<file path="config.mk">
export PLATFORM = sky130hd
export DESIGN_NAME = fixed_unsigned_cast_sequencer
export DESIGN_NICKNAME = d
export VERILOG_FILES = /design/src/rtl/fixed_unsigned_cast_sequencer.sv
export SDC_FILE = /design/constraint.sdc
export NUM_CORES = 1
export LEC_CHECK = 0
export BUFFER_PORTS_ARGS = -buffer_cell sky130_fd_sc_hd__buf_2
export CAP_MARGIN = 25
export CORE_UTILIZATION = 54
export CTS_BUF_LIST = sky130_fd_sc_hd__clkbuf_4
export DETAILED_ROUTE_END_ITERATION = 6
export GPL_TIMING_DRIVEN = 0
export PLACE_DENSITY = 0.79
export SYNTH_ARGS = -nofsm -noshare
export SYNTH_HDL_FRONTEND = slang
export SYNTH_SLANG_ARGS = --single-unit
</file>
<file path="constraint.sdc">
create_clock -name clk -period 2.4 [get_ports clk]
set_clock_uncertainty 0.05 [all_clocks]
set_input_delay 0.12 -clock clk [delete_from_list [all_inputs] [get_ports clk]]
set_output_delay 0.12 -clock clk [all_outputs]
set_load 0.03 [all_outputs]
</file>
<file path="src/rtl/fixed_unsigned_cast_sequencer.sv">
// Vector cast sequencer: streams BLOCK_SIZE unsigned fixed-point elements through
// LANES shared floor/saturate cast lanes and returns the full vector on valid/ready.
module fixed_unsigned_cast_sequencer #(
    parameter int unsigned IN_WIDTH       = 8,
    parameter int unsigned IN_FRAC_WIDTH  = 4,
    parameter int unsigned OUT_WIDTH      = 8,
    parameter int unsigned OUT_FRAC_WIDTH = 4,
    parameter int unsigned BLOCK_SIZE     = 8,
    parameter int unsigned LANES          = 2
) (
    input  logic                            clk,
    input  logic                            rst,
    input  logic [BLOCK_SIZE*IN_WIDTH-1:0]  data_in,
    input  logic                            data_in_valid,
    output logic                            data_in_ready,
    output logic [BLOCK_SIZE*OUT_WIDTH-1:0] data_out,
    output logic                            data_out_valid,
    input  logic                            data_out_ready,
    output logic                            busy
);

    localparam int unsigned BEATS = BLOCK_SIZE / LANES;
    localparam int unsigned CNT_W = (BEATS > 1) ? $clog2(BEATS) : 1;
    localparam int          SHIFT = int'(OUT_FRAC_WIDTH) - int'(IN_FRAC_WIDTH);
    localparam int unsigned LSH   = (SHIFT > 0) ? SHIFT : 0;
    localparam int unsigned RSH   = (SHIFT < 0) ? -SHIFT : 0;
    localparam int unsigned MAXW  = (IN_WIDTH > OUT_WIDTH) ? IN_WIDTH : OUT_WIDTH;
    localparam int unsigned WIDE  = MAXW + LSH;

    // Lane count must tile the vector exactly
    if (BLOCK_SIZE % LANES != 0) begin : g_bad_lanes
        $error("BLOCK_SIZE must be a multiple of LANES");
    end

    typedef enum logic [1:0] {IDLE, CAST, OUT} state_t;

    state_t                          state;
    state_t                          state_next;
    logic [BLOCK_SIZE*IN_WIDTH-1:0]  in_buf;
    logic [BLOCK_SIZE*OUT_WIDTH-1:0] out_buf;
    logic [CNT_W-1:0]                beat;
    logic                            last_beat;
    logic                            accept;
    logic [OUT_WIDTH-1:0]            lane_res [LANES];

    assign last_beat = (beat == CNT_W'(BEATS - 1));
    assign accept    = data_in_valid & data_in_ready;
    assign data_out  = out_buf;

    // Cast lanes: widen, align binary point with floor, saturate on overflow
    for (genvar l = 0; l < int'(LANES); l++) begin : g_lane
        logic [IN_WIDTH-1:0] x;
        logic [WIDE-1:0]     v;
        logic                sat;

        assign x   = in_buf[(int'(beat) * int'(LANES) + l) * int'(IN_WIDTH) +: IN_WIDTH];
        assign v   = (WIDE'(x) << LSH) >> RSH;
        assign sat = |(v >> OUT_WIDTH);
        assign lane_res[l] = sat ? {OUT_WIDTH{1'b1}} : v[OUT_WIDTH-1:0];
    end

    // State register
    always_ff @(posedge clk) begin
        if (rst) begin
            state <= IDLE;
        end else begin
            state <= state_next;
        end
    end

    // Next-state decode
    always_comb begin
        state_next = state;
        case (state)
            IDLE: begin
                if (data_in_valid) begin
                    state_next = CAST;
                end
            end
            CAST: begin
                if (last_beat) begin
                    state_next = OUT;
                end
            end
            OUT: begin
                if (data_out_ready) begin
                    state_next = data_in_valid ? CAST : IDLE;
                end
            end
            default: state_next = IDLE;
        endcase
    end

    // Output decode; input ready passes data_out_ready through for back-to-back vectors
    always_comb begin
        data_in_ready  = 1'b0;
        data_out_valid = 1'b0;
        busy           = 1'b0;
        case (state)
            IDLE: data_in_ready = ~rst;
            CAST: busy = 1'b1;
            OUT: begin
                busy           = 1'b1;
                data_out_valid = 1'b1;
                data_in_ready  = ~rst & data_out_ready;
            end
            default: begin
                data_in_ready  = 1'b0;
                data_out_valid = 1'b0;
                busy           = 1'b0;
            end
        endcase
    end

    // Datapath: capture input vector, step beats, gather lane results
    always_ff @(posedge clk) begin
        if (rst) begin
            in_buf  <= '0;
            out_buf <= '0;
            beat    <= '0;
        end else if (accept) begin
            in_buf <= data_in;
            beat   <= '0;
        end else if (state == CAST) begin
            for (int unsigned l = 0; l < LANES; l++) begin
                out_buf[(int'(beat) * int'(LANES) + int'(l)) * int'(OUT_WIDTH) +: OUT_WIDTH] <= lane_res[l];
            end
            if (!last_beat) begin
                beat <= beat + CNT_W'(1);
            end
        end
    end

endmodule
</file>
==> results of run 1 <==
[power by group through the flow]
| stage | registers (mW) | clock network, mW | logic, mW |
|---|---|---|---|
| after global routing | 2.66 | 1.61 | 1.53 |
| final | 2.64 | 1.49 | 1.40 |
| after CTS | 2.63 | 1.51 | 1.37 |
| after floorplan | 2.67 | 0 | 0.880 |
| after detailed placement | 2.67 | 0 | 1.28 |
| after global placement | 2.66 | 0 | 1.24 |
[state kept, by name, summed over array words and instances (netlist names)]
name	flops
in_buf	64
state	2
data_out	64
beat	2
[logic make-up (layout without fill, tap and decap cells)]
family / Yosys count / in the layout / share of synthesized area, %
simple gates: 184 / 184 / 18.89
compound gates: 136 / 136 / 17.52
flops: 132 / 132 / 51.96
buf+inv: 39 / 269 / 4.108
fa+ha+maj: 13 / 13 / 3.198
mux: 10 / 10 / 4.158
xor+xnor: 1 / 1 / 0.1722
other cells: 0 / 1 / 0
[Yosys cell counts, drive strengths merged (2+ instances only)]
cell type    n
dfxtp      132
nand2       68
nand2b      66
o21ai       64
nor2        38
a22o        32
a22oi       32
buf         23
ha          13
clkbuf       9
mux4         8
a21oi        7
inv          7
nor3         7
and4         2
mux2i        2
[worst min path at each step]
stage / start / end / slack, ps / cells past startpoint
final: data_out_ready / state[1] / 40 / 5
after global routing: data_out_ready / state[0] / 70 / 5
after CTS: data_out_ready / state[1] / 20 / 5
after detailed placement: data_in[53] / in_buf[53] / 270 / 3
after global placement: data_in[41] / in_buf[41] / 260 / 3
after floorplan: data_in[0] / in_buf[0] / 180 / 2
[area by class of cell]
class                   count  area (um^2)
diodes                      1        2.502
plain buffers              32        182.7
clock buffers              18        135.1
clock inverters            14        153.9
fillers                   630         2364
inverters                   7        26.28
multi-input cells         344         2235
flip-flops and latches    132         2643
well taps                 111        138.9
repair buffers            198         1316
[timing repair]
action / in CTS / in global routing
hold buffers: 65 / 0
endpoints found under the hold margin: 65 / 0
gates resized for setup: 0 / 0
[metrics by stage]
step / utilization (%) / setup WS, ps
after floorplan: - / 548.7
final: 74.30 / 170.3
after global routing: 74.30 / 65.60
after global placement: 64.05 / 325.7
after CTS: 74.27 / 202.6
after detailed placement: 64.05 / 266.5
[layer usage]
metal | track usage, % | wire length, um | vias to the layer above | share of wire, %
li1 | - | - | 2226 | -
met1 | 37.59 | 6103 | 2225 | 42
met2 | 52.02 | 7190 | 207 | 49
met3 | 6.950 | 904 | 39 | 6.2
met4 | 14.93 | 446 | 0 | 3.0
met5 | 0 | 0 | - | 0
[critical path: stages, from the launching register on]
cell and delay, ps:
dfxtp_1 500, buf_6 230, inv_1 210, ha_1 430, nor4_4 540, a22o_1 230
==> qor.yml, run 1 <==
drt_wl_total_um: 14640
mostFrequentLayoutCells: "144 x buf_2, 132 x dfxtp_1, 67 x nand2_1, 65 x nand2b_1, 65 x dlygate4sd3_1"
num_rows: 35
ant_nets: 0
r2r_cells: 5
irDropWorstVdd_mv: 0.4748
grt_pass1_vias: 4665
hp-class: "in2reg"
ys_seq_area_share_pct: 51.96
finalPower_mw: 5.536
vias_per_cell: 5.481
clockBufferDepth: 2
post_cts_buffers: 0
whs_ps: 44.26
die_w_um: 99.05
crit_arrival_ps: 2650
p_leak_nw: 2.979
synth_edf_count: 0
async_reset_ff_share_pct: 0
critPathKind: "reg2reg"
finish.instance_area_um2: 6833
drive_above_1_share_pct: 27.11
r2r_end: "data_out[3]"
nets: 813
yosysUniqueCellTypes: 29
dpl_cell_area_um2: 5891
htree_levels: 4
synthCells: 515
yosysTopAreaCellShare_pct: 51.96
required_ps: 2820
firstDrtPassIters: 7
insertion_delay_ps: 520
fin_cells: 857
dp_hpwl_um: 9323
io_pins: 135
syn_to_final_growth_pct: 34.34
maxCapViolCount: 0
dp_cells: 759
port_buffers: 133
switching_share_pct: 34.50
finalCritPeriodShare_pct: 92.91
tightest_slew_ps: 839.2
layout_commonest_cell: "buf_2"
min_period_ps: 2230
grt_max_degree: 17
synth.area.top_cells: "dfxtp_1 52%, nand2b_1 8.0%, a22o_1 5.5%"
ys_ff_latch: 132
drcViolationCount: 0
critPathLaunchType: "register"
cts_made_buffers: 17
p_switching_mw: 1.910
r2r_slack_ps: 170
p_per_area_nw_per_um2: 810.2
finalSetupTns_ps: 0
setup.worst_path.end_class: "register"
wl_per_cell_um: 17.09
clockRootBuffer: "clkbuf_4"
power_frac_seq_pct: 47.7
setup_violations: 0
synth_largest_area_cell: "dfxtp_1"
r2r-start: "beat[1]"
crit_start: "beat[1]"
status: "finished clean"
clock_sinks: 132
tritoncts: "built"
p_int_mw: 3.626
max_freq_mhz: 448.5
ys.flop_type: "dfxtp_1"
grt-ovfl-total: 0
die_h_um: 99.05
antenna_found_initial: 1
vias: 4697
hold_violations: 0
dieArea_um2: 9811
place.gp.congestion: 0.8541
pwr-share-comb_pct: 25.4
syn_area_um2: 5086
rsz0062_at_grt: "false"
clk_pin_slew_ps: 120
syn-mean-instance-area_um2: 9.876
power_frac_clock_pct: 26.9
max_slew_margin_pct: 44.06
crit_path_end: "data_out[3]"
grt_usage_pct: 30.90
finalMaxSlewViolations: 0
grt_pass1_wl_um: 23070
drtIter0Drc: 289
start_util_pct: 55.31
core-area_um2: 9196
synth_warnings: 0
crit_fanout: 10
syn_nets: 596
(Power assumes the default switching activity.)
==> run 2: changes to the inputs <==
==> constraint.sdc (replaced) <==
create_clock -name clk -period 2.4 [get_ports clk]
set_clock_uncertainty 0.05 [all_clocks]
set_input_delay 0.36 -clock clk [delete_from_list [all_inputs] [get_ports clk]]
set_output_delay 0.36 -clock clk [all_outputs]
set_load 0.03 [all_outputs]
==> run 2 against run 1 <==
  * Non-clock buffer count is 8 lower
  * Largest cell class unchanged
  * Critical endpoint is now data_in_ready
  * Hold slack worse by 22 ps
  * Critical path type is now reg2out
  * Combinational power hardly changed
==> qor.yml, run 2 (synthesized netlist as in run 1, its figures left out) <==
clk_pin_slew_ps: 110
tightest_slew_ps: 802.8
wl_per_cell_um: 17.04
dp_cells: 759
setup_violations: 0
place.gp.congestion: 0.8541
tritoncts: "built"
p_per_area_nw_per_um2: 818.7
required_ps: 1990
max_freq_mhz: 453.8
post_cts_buffers: 0
crit_buf_inv: 2
port_buffers: 133
vias_per_cell: 5.535
slowest_delay_ps: 430
max_slew_margin_pct: 46.48
cp_cell_sequence: "inv_1, ha_1, a21oi_1, nor2_1, buf_2"
grt-ovfl-total: 0
drcViolationCount: 0
die_w_um: 99.05
rsz0062_at_grt: "false"
p_leak_nw: 2.945
grt_pass1_wl_um: 22990
core-area_um2: 9196
dp_hpwl_um: 9323
dpl_cell_area_um2: 5891
layout_commonest_cell: "buf_2"
io_pins: 135
cpMaxStageDelayCell: "dfxtp_1"
firstDrtPassIters: 5
finalMaxSlewViolations: 0
antenna_found_initial: 1
finish.instance_area_um2: 6753
fin_util_pct: 73.43
irDropWorstVdd_mv: 0.4745
finalSetupTns_ps: 0
drt_wl_total_um: 14470
setup.worst_path.end_class: "primary output"
grt_pass1_vias: 4680
htree_levels: 4
critPathKind: "reg2out"
num_rows: 35
drive_above_1_share_pct: 27.41
fill_cells: 644
die_h_um: 99.05
hp-class: "in2reg"
crit_arrival_ps: 1790
grt_max_degree: 17
clockRootBuffer: "clkbuf_4"
drtIter0Drc: 272
cts_made_buffers: 17
insertion_delay_ps: 530
start_util_pct: 55.31
hold_violations: 0
vias: 4699
crit_fanout: 5
min_period_ps: 2204
dieArea_um2: 9811
clock_sinks: 132
fin_cells: 849
status: "finished clean"
finalCritPeriodShare_pct: 91.82
maxCapViolCount: 0
grt_usage_pct: 30.77
syn_to_final_growth_pct: 32.77
mostFrequentLayoutCells: "144 x buf_2, 132 x dfxtp_1, 67 x nand2_1, 65 x nand2b_1, 57 x dlygate4sd3_1"
critical-path-top-delay-family: "flip-flops"
clockBufferDepth: 2
ant_nets: 0
nets: 805
critPathLaunchType: "register"
-- run 2: worst min-delay path: stages --
cell and delay [ps]:
buf_2 80, nand2_1 40, o21ai_1 80
-- run 2: timing repair --
| item | in CTS | in global routing |
|---|---|---|
| hold buffers | 57 | 0 |
| gates resized for setup | 0 | 0 |
| hold endpoints to repair | 57 | 0 |
-- run 2: power by group --
| part | total, mW | switching (mW) | internal, mW | leakage [nW] |
|---|---|---|---|---|
| Combinational | 1.39 | 0.864 | 0.526 | 1.72 |
| Sequential | 2.64 | 0.189 | 2.45 | 1.08 |
| Clock | 1.50 | 0.859 | 0.640 | 0.149 |
| Total | 5.53 | 1.91 | 3.62 | 2.95 |
-- run 2: path summary, 6_finish.rpt --
check	from	end	slack, ps	depth (start not counted)
max	state[0]	data_in_ready	200	5
min	data_in[10]	in_buf[10]	20	3
max reg2reg	beat[1]	data_out[3]	210	5
min reg2reg	in_buf[54]	in_buf[54]	430	2
-- run 2: cell type report --
class                   count  area (um^2)  share of cell area (%)
flip-flops and latches    132         2643                   39.13
multi-input cells         344         2235                   33.09
repair buffers            190         1236                   18.31
plain buffers              32        182.7                   2.705
clock inverters            14        153.9                   2.279
well taps                 111        138.9                   2.057
clock buffers              18        135.1                   2.001
inverters                   7        26.28                  0.3891
diodes                      1        2.502                 0.03706
-- run 2: through the flow --
stage	worst slack [ps]	hold slack, ps	total power, mW
2_1_floorplan	548.7	387.5	3.551
3_3_place_gp	325.7	400.6	3.892
3_5_place_dp	266.5	405.7	3.950
4_1_cts	184.0	0.4152	5.500
5_1_grt	55.84	8.926	5.796
6_report	196.4	22.13	5.529
-- run 2: per-layer routing --
metal  routed length (um)  vias to the layer above  GRT usage, %
li1                     -                     2208             -
met1                 6073                     2230         37.86
met2                 7041                      222         51.32
met3                  871                       39         6.667
met4                  482                        0         15.27
met5                    0                        -             0
==> run 3: changes to the inputs <==
Settings changed: CORE_UTILIZATION 54 to 50, PLACE_DENSITY 0.79 to 0.73.
==> run 3 against run 2 <==
  * Via count down 1.9%
  * Sequential share of layout area down 0.72 points
  * Register-to-register slack about the same
  * Sequential power about the same
  * Worst setup slack better by 4.9 ps
  * Hold slack improved by 160 ps
  * Fmax rose by 0.22%
  * Final area grew 1.9%
  * Count of clock-buffer cells in the layout is the same
  * Critical path depth is the same
  * Die area up 7.8%
  * Critical endpoint unchanged
==> qor.yml, run 3 (synthesized netlist as in run 1, its figures left out) <==
status: "finished clean"
fin_util_pct: 70.06
r2r_slack_ps: 210
finalPower_mw: 5.688
layout_setup_ws_ps: 201.3
seqCellArea_um2: 2643
maxCapViolCount: 0
tritoncts: "built"
io_pins: 135
grt_max_degree: 17
p_leak_nw: 2.995
setup.worst_path.end_class: "primary output"
multi_input_area_um2: 2235
layout_commonest_cell: "buf_2"
switching_share_pct: 32.96
start_util_pct: 51.80
dp_cells: 781
tightest_slew_ps: 709.2
finish.instance_area_um2: 6879
nets: 812
p_per_area_nw_per_um2: 826.9
clockBufferDepth: 2
clk_pin_slew_ps: 100
pwr-share-comb_pct: 24.3
vias: 4608
hp-class: "in2reg"
drtIter0Drc: 219
drcViolationCount: 0
wl_per_cell_um: 15.98
port_buffers: 133
rsz0062_at_grt: "false"
crit_arrival_ps: 1790
firstDrtPassIters: 6
critPathKind: "reg2out"
grt_pass1_wl_um: 21710
dieArea_um2: 10580
die_w_um: 102.9
drive_above_1_share_pct: 27.02
max_freq_mhz: 454.8
setup_violations: 0
dpl_worst_slack_ps: 243.5
htree_levels: 4
hold_violations: 0
clockRootBuffer: "clkbuf_4"
dp_hpwl_um: 9447
place.gp.congestion: 0.8220
irDropWorstVdd_mv: 0.5166
mostFrequentLayoutCells: "144 x buf_2, 132 x dfxtp_1, 67 x nand2_1, 65 x nand2b_1, 64 x dlygate4sd3_1"
finalSetupTns_ps: 0
fill_cells: 794
fin_cells: 877
p_int_mw: 3.813
finalMaxSlewViolations: 0
power_frac_seq_pct: 46.3
core-area_um2: 9819
dpl_cell_area_um2: 5918
grt_pass1_vias: 4466
drt_wl_total_um: 14020
syn_to_final_growth_pct: 35.25
p_switching_mw: 1.875
critPathLaunchType: "register"
min_period_ps: 2199
cts_resized: 0
finalCritPeriodShare_pct: 91.61
grt-ovfl-total: 0
max_slew_margin_pct: 52.72
n_antenna_cell: 0
ant_nets: 0
cts_made_buffers: 17
whs_ps: 185.4
num_rows: 36
insertion_delay_ps: 560
grt_usage_pct: 27.48
die_h_um: 102.9
crit_fanout: 5
required_ps: 1990
power_frac_clock_pct: 29.4
clock_sinks: 132
vias_per_cell: 5.254
antenna_found_initial: 0
## run 3: cell count changes in the layout (fill, tap and decap cells not counted)
cell / delta
bufinv_16: +2
clkinv_1: +1
clkinv_2: +2
clkinv_4: -2
clkinvlp_4: -1
diode_2: -1
dlygate4sd3_1: +7
inv_6: -2
## run 3: worst paths after layout
kind                       from       endpoint  cells past startpoint
setup reg to reg        beat[1]   data_out[26]                      7
hold / removal    data_in_valid       state[0]                      5
setup / recovery       state[0]  data_in_ready                      5
hold reg to reg    data_out[20]   data_out[20]                      1
## run 3: layout make-up
type / count / share of cell area (%)
Buffer: 32 / 2.656
Clock buffer: 18 / 1.964
Timing Repair Buffer: 197 / 18.99
Multi-Input combinational cell: 344 / 32.48
Tap cell: 133 / 2.419
Inverter: 7 / 0.3820
Sequential cell: 132 / 38.41
Clock inverter: 14 / 2.692
## run 3: timing repair
| action | in CTS | in global routing |
|---|---|---|
| hold buffers | 64 | 0 |
| buffers inserted | 0 | 0 |
| endpoints found under the setup margin | 0 | 0 |
| endpoints found under the hold margin | 64 | 0 |
## run 3: power by group through the flow
stage	sequential [mW]	clock [mW]	combinational, mW
after floorplan	2.67	0	0.880
after global placement	2.67	0	1.24
after detailed placement	2.68	0	1.28
after CTS	2.63	1.68	1.37
after global routing	2.66	1.78	1.50
final	2.64	1.67	1.38
## run 3: critical path, stage by stage (launching register included)
cell and delay [ps]:
dfxtp_1 430, inv_1 90, ha_1 250, a21oi_1 230, nor2_1 60, buf_2 180
## run 3: per-layer routing
metal / vias to the layer above / GRT usage [%] / wire (um)
met5: - / 0 / 0
met4: 0 / 13.11 / 414
met3: 33 / 7.864 / 926
met2: 190 / 44.15 / 6648
met1: 2157 / 34.11 / 6026
li1: 2228 / - / -
